`config.mk`:
```
export PLATFORM = sky130hd
export DESIGN_NAME = jtcontra_rom_arb
export DESIGN_NICKNAME = d
export VERILOG_FILES = /design/src/rtl/jtcontra_rom_arb.sv
export SDC_FILE = /design/constraint.sdc
export NUM_CORES = 1
export LEC_CHECK = 0
export ABC_AREA = 0
export BUFFER_PORTS_ARGS = -buffer_cell sky130_fd_sc_hd__clkbuf_2
export CORE_ASPECT_RATIO = 2
export CORE_MARGIN = 2
export CORE_UTILIZATION = 45
export CTS_CLUSTER_SIZE = 14
export DETAILED_ROUTE_END_ITERATION = 7
export PLACE_DENSITY = 0.78
export SKIP_LAST_GASP = 1
export SYNTH_ARGS = -nofsm -noshare
export SYNTH_HDL_FRONTEND = slang
export SYNTH_SLANG_ARGS = --single-unit
```
`constraint.sdc`:
```
create_clock -name clk -period 1.9 [get_ports clk]
set_input_delay 0.285 -clock clk [delete_from_list [all_inputs] [get_ports clk]]
set_output_delay 0.285 -clock clk [all_outputs]
set_load 0.02 [all_outputs]
```
`src/rtl/jtcontra_rom_arb.sv`:
```
// Round-robin arbiter sharing one SDRAM ROM read port between two CPU fetchers.
// Optional build macro: JTCONTRA_ARB_CACHE_EN keeps latched words valid across cs drops.
module jtcontra_rom_arb #(
    parameter int             AW0     = 17,
    parameter int             AW1     = 15,
    parameter int             MAW     = 18,
    parameter int             DW      = 8,
    parameter logic [MAW-1:0] OFFSET1 = 18'h20000
)(
    input  logic           clk,
    input  logic           rst,
    input  logic           cs0,
    input  logic [AW0-1:0] addr0,
    output logic [DW-1:0]  dout0,
    output logic           ok0,
    input  logic           cs1,
    input  logic [AW1-1:0] addr1,
    output logic [DW-1:0]  dout1,
    output logic           ok1,
    output logic           mem_cs,
    output logic [MAW-1:0] mem_addr,
    input  logic [DW-1:0]  mem_data,
    input  logic           mem_ok
);
    localparam int TW = (AW0 > AW1) ? AW0 : AW1;

    typedef enum logic { IDLE, WAIT } state_t;

    state_t         state, state_nx;
    logic           settle, last, gnt;
    logic           valid0, valid1;
    logic [AW0-1:0] tag0;
    logic [AW1-1:0] tag1;
    logic [TW-1:0]  tag_next;
    logic           pend0, pend1;
    logic           issue, sel, done;

    assign ok0   = cs0 & valid0 & (tag0 == addr0);
    assign ok1   = cs1 & valid1 & (tag1 == addr1);
    assign pend0 = cs0 & ~ok0;
    assign pend1 = cs1 & ~ok1;

    always_ff @(posedge clk) begin
        if (rst) state <= IDLE;
        else     state <= state_nx;
    end

    always_comb begin
        state_nx = state;
        issue    = 1'b0;
        sel      = 1'b0;
        done     = 1'b0;
        case (state)
            IDLE: if (pend0 | pend1) begin
                issue    = 1'b1;
                sel      = (pend0 & pend1) ? ~last : pend1;
                state_nx = WAIT;
            end
            WAIT: if (!settle && mem_ok) begin
                // the first WAIT cycle may still see mem_ok from the previous access
                done     = 1'b1;
                state_nx = IDLE;
            end
            default: state_nx = IDLE;
        endcase
    end

    always_ff @(posedge clk) begin
        if (rst) begin
            mem_cs   <= 1'b0;
            mem_addr <= '0;
            dout0    <= '0;
            dout1    <= '0;
            valid0   <= 1'b0;
            valid1   <= 1'b0;
            tag0     <= '0;
            tag1     <= '0;
            tag_next <= '0;
            settle   <= 1'b0;
            last     <= 1'b1;
            gnt      <= 1'b0;
        end else begin
            settle <= issue;
            if (issue) begin
                mem_cs   <= 1'b1;
                mem_addr <= sel ? MAW'(addr1) + OFFSET1 : MAW'(addr0);
                tag_next <= sel ? TW'(addr1) : TW'(addr0);
                gnt      <= sel;
                last     <= sel;
            end
            if (done) begin
                mem_cs <= 1'b0;
                if (!gnt) begin
                    dout0  <= mem_data;
                    tag0   <= tag_next[AW0-1:0];
                    valid0 <= 1'b1;
                end else begin
                    dout1  <= mem_data;
                    tag1   <= tag_next[AW1-1:0];
                    valid1 <= 1'b1;
                end
            end
`ifdef JTCONTRA_ARB_CACHE_EN
            // latched words stay usable after the requester deselects
`else
            if (!cs0) valid0 <= 1'b0;
            if (!cs1) valid1 <= 1'b0;
`endif
        end
    end
endmodule
```
==> Word-level counts from Yosys, hierarchy flattened <==
Cells that the tools add are included.
{ "op_classes": {"add_sub_neg": 1, "reduce_logical": 7, "div": 0, "shift": 0, "n_eq_ne": 2, "n_mul": 0, "bitwise_logic": 15, "mux": 11, "order_cmp": 0} }
{ "op_table": {"columns": ["op", "n"], "rows": [
  ["15-bit by 18-bit adder with 18-bit output (second input constant)", 1],
  ["18-bit two-way mux", 1],
  ["17-bit equality test", 1],
  ["17-bit two-way mux", 1],
  ["15-bit equality test", 1],
  ["1-bit two-way mux", 8],
  ["1-bit AND", 7],
  ["1-bit inverter", 7],
  ["2-bit OR reduction", 3],
  ["2-bit AND reduction", 2],
  ["1-bit case mux with 2 select lines", 1],
  ["1-bit logical AND", 1],
  ["1-bit zero test", 1],
  ["1-bit bitwise OR", 1]
]} }
{ "totals": {"rom_bits": 0, "out_inout_bits": 37, "register_bits": 90, "latch_bits": 0, "ramBits": 0, "elab_cells": 49, "mem_count": 0} }

==> Logic depth before layout (Yosys ltp) <==
{ "depth": {"depth_word": 9, "mapped_depth": 8, "mapped_depth_nobuf": 6} }

==> Worst setup path after synthesis <==
Ideal clock, no wire load.
{ "synth_timing": {"kind": "flip-flop to flip-flop", "start": "register tag1[11]", "end": "register mem_addr[10]", "setup_ps": 119, "required_time_ps": 1781, "period_less_slack_ps": 2299, "path_stages_with_launch": 9, "path_slack_ps": -399, "arrival_time_ps": 2180, "path_cell_list": "dfxtp_1 xor2_1 or4_4 nor4_4 or3_1 buf_6 nand2_4 buf_6 o221a_1"} }
{ "synth_via": {"elab_chain_len": 9} }
{ "synth_lines": {"columns": ["element", "line_no", "source"], "rows": [
  ["from (decl)", "33", "logic [AW1-1:0] tag1;"],
  ["from (signal assigned)", "99", "tag1 <= tag_next[AW1-1:0];"],
  ["15-bit equality test *", "39", "assign ok1 = cs1 & valid1 & (tag1 == addr1);"],
  ["1-bit AND *", "39", null],
  ["via ok1", "19", "output logic ok1,"],
  ["1-bit inverter *", "41", "assign pend1 = cs1 & ~ok1;"],
  ["1-bit AND *", "41", null],
  ["1-bit AND", "56", "sel = (pend0 & pend1) ? ~last : pend1;"],
  ["1-bit two-way mux", "56", null],
  ["1-bit two-way mux", "54", "IDLE: if (pend0 | pend1) begin"],
  ["1-bit two-way mux", "53", "case (state)"],
  ["18-bit two-way mux", "86", "mem_addr <= sel ? MAW'(addr1) + OFFSET1 : MAW'(addr0);"],
  ["to (signal assigned)", "86", null],
  ["to (decl)", "21", "output logic [MAW-1:0] mem_addr,"]
]} }
Mark *: on every way through the listed nets, which the timed path passes. The rest lies on a longest branch.
A chain may end at the register's enable or synchronous reset.

==> Worst setup path after layout <==
{ "layout_timing": {"start": "register tag1[6]", "end": "output port ok1"} }
{ "layout_via": {"elab_chain_len": 2} }
{ "layout_lines": {"columns": ["element", "line_no"], "rows": [
  ["15-bit equality test", "39"],
  ["1-bit AND", "39"],
  ["to (decl)", "19"]
]} }
No other way between the ends.

==> flow_metrics.tcl <==
set metrics [dict create \
    yosys_most_used_dff "dfxtp_1" \
    cp-end-kind "primary output" \
    cp-start-kind "flip-flop" \
    fin_worst_skew_ns 0.00575 \
    grt_max_degree 38 \
    cellLeakagePower_uw 0.00179 \
    hold_viol 0 \
    path_max_fanout 2 \
    setup_tns_ns -3.42 \
    peakVddDrop_mv 0.761 \
    rsz0062_at_grt "yes" \
    syn_area_per_cell_um2 8.33 \
    wl_per_cell_um 18.0 \
    yosysMostFrequentCell "nand2_1" \
    dr.pass1.iters 7 \
    nFillCells 560 \
    rows 43 \
    slowest_stage "or4_4" \
    grt_use_met3_pct 6.56 \
    synth.area.top_cells "dfxtp_1 46%, nand2_1 12%, a21oi_1 8.3%" \
    grt_use_total_pct 25.3 \
    clk_pin_slew_ns 0.06 \
    finalCritPeriodShare_pct 112 \
    synthesis.nets 420 \
    grt_antenna_before_repair 0 \
    area_growth_syn_to_layout_pct 41.4 \
    critical_path_arrival_ns 1.85 \
    maxCapViolCount 0 \
    yosysSeqAreaShare_pct 46.1 \
    setup_violations 24 \
    total_power_uw 4250 \
    critical_path.top_delay_family "simple AND/OR/NAND/NOR gates" \
    hp-class "in2reg" \
    critPathKind "reg2out" \
    cts.root.buffer_cell "clkbuf_16" \
    critPathMaxStageDelay_ns 0.53 \
    power_per_cell_area_mw_per_mm2 961 \
    grt_use_met2_pct 41.8 \
    io_buffers 81 \
    grt_util_met1_pct 29.2 \
    grt_pass1_wl_um 14900 \
    netlist_area_mm2 0.00312 \
    drive_above_1_share_pct 35.1 \
    required_ns 1.62 \
    max_freq_mhz 468 \
    ant_nets 0 \
    grt_remaining_overflow 0 \
    drv_slew 0 \
    violations "setup timing" \
    cts_buffers 9 \
    cts_num_sinks 72 \
    vias 3226 \
    die_w_um 62.9 \
    nNetsFinal 518 \
    yosysWarnings 0 \
    drt-initial-drc-count 287 \
    fin_cells 568 \
    layout_min_cycle_time_ns 2.14 \
    synthDistinctLibCells 32 \
    synth_top_area_share_pct 46.1 \
    synth_edf_count 0 \
    cp_num_buf_inv 2 \
    htree_levels 3 \
    place_ws_ns -0.203 \
    num_antenna_cells 0 \
    synthArstFlopShare_pct 0 \
    netlist_instances 375 \
    grt.busiest_layer "met2" \
    cp_cell_sequence "xor2_1, or4_4, nor4_4, buf_4, clkbuf_2" \
    dp.cells 546 \
    cts_hold_buf 0 \
    synthTopCellsByCount "103 x nand2_1, 72 x dfxtp_1, 52 x a21oi_1" \
    die_h_um 122 \
    io_pins 82 \
    die-area_mm2 0.00767 \
    grt_pass1_vias 3019 \
    seqCellArea_mm2 0.00145 \
    wirelength_um 10200 \
    start_util_pct 45.7 \
    viasPerCell 5.68 \
    place.gp.congestion 0.872 \
    worst_pin_slew_ns 0.491 \
    drc 0 \
    cts_tree "built" \
    multiInputGateArea_mm2 0.00177 \
    status "complete, but fails checks" \
    clockBufferDepth 2 \
    slew_headroom_pct 67.2 \
    timing.final.ws_setup_ns -0.237 \
    synth_largest_area_cell "dfxtp_1" \
    ys_ff_latch 72 \
    core_mm2 0.00683 \
    insertion_delay_ns 0.34 \
    dpl.hpwl_um 6280 \
]
[routing by layer]
layer / part of all wire, % / vias up
met2: 52 / 175
met5: 0 / -
met1: 36 / 1523
li1: - / 1471
met3: 7.0 / 57
met4: 5.0 / 0
[registers in the layout (all words and copies together), names as in the netlist]
register,cells
mem_addr,18
tag0,17
tag1,15
dout0,8
dout1,8
last,1
mem_cs,1
settle,1
state,1
valid0,1
valid1,1
[layout by cell type, fill, tap and decap left out, types with 4 or more instances in the layout]
master     synthesis  layout
a21oi_1           52      52
inv_1             17      17
xor2_2             0       5
clkbuf_16          0       9
nor2_1             6       5
nand2_1          103     102
nand3_1            6       6
o221a_2            5       5
buf_6              3       4
nor4_1             8       5
clkbuf_2           0      80
a31oi_4            0       8
a31oi_1           15       7
xnor2_1           12      12
dfxtp_1           72      65
xor2_1            20      14
o221a_1           10      10
buf_4              1      24
dfxtp_2            0       6
[worst register-to-register path: stages (launching register included)]
cell and delay, ns:
dfxtp_2 0.32, xor2_1 0.17, or4_4 0.53, nor4_4 0.18, buf_4 0.18, nand2b_4 0.17
o211ai_4 0.16, o221a_2 0.27
[report_power, final]
| group | internal (uW) | switching (uW) | total [uW] |
|---|---|---|---|
| Sequential | 1580 | 75.0 | 1650 |
| Clock | 1350 | 637 | 1990 |
| Combinational | 236 | 368 | 605 |
| Total | 3170 | 1080 | 4250 |
[logic make-up after synthesis]
family	after synthesis	share of synthesized area, %
compound gates	90	19.2
xor+xnor	32	8.97
buf+inv	42	5.93
flops	72	46.1
simple gates	139	19.8
[layout make-up]
cell class,instances,share of cell area (%)
Tap cell,90,2.55
Clock buffer,11,5.72
Inverter,17,1.44
Multi-Input combinational cell,263,40.0
Timing Repair Buffer,110,15.1
Clock inverter,5,2.32
Sequential cell,72,32.9
[worst paths after layout]
path                                  start           to  slack (ns)  depth (start not counted)
worst max register to register      tag1[6]  mem_addr[0]       -0.20                          7
worst min-delay path            mem_data[1]     dout1[1]        0.18                          3
worst max-delay path                tag1[6]          ok1       -0.24                          5
worst min register to register     dout1[1]     dout1[1]        0.46                          2
[through the flow]
step	hold slack, ns	utilization, %	area, um^2
6_report	0.184	64.7	4420
5_1_grt	0.187	64.7	4420
3_3_place_gp	0.444	54.7	3740
4_1_cts	0.177	61.5	4200
3_5_place_dp	0.450	54.7	3740
2_1_floorplan	0.421	-	3120
[timing repair]
item                                    4_1_cts  5_1_grt
endpoints found under the setup margin       19       24
setup buffers                                 3        1
resized for setup                            13       32
pin swaps                                    32       16
gates cloned                                  2        0
Note: power is estimated with default switching activity, not from simulation.
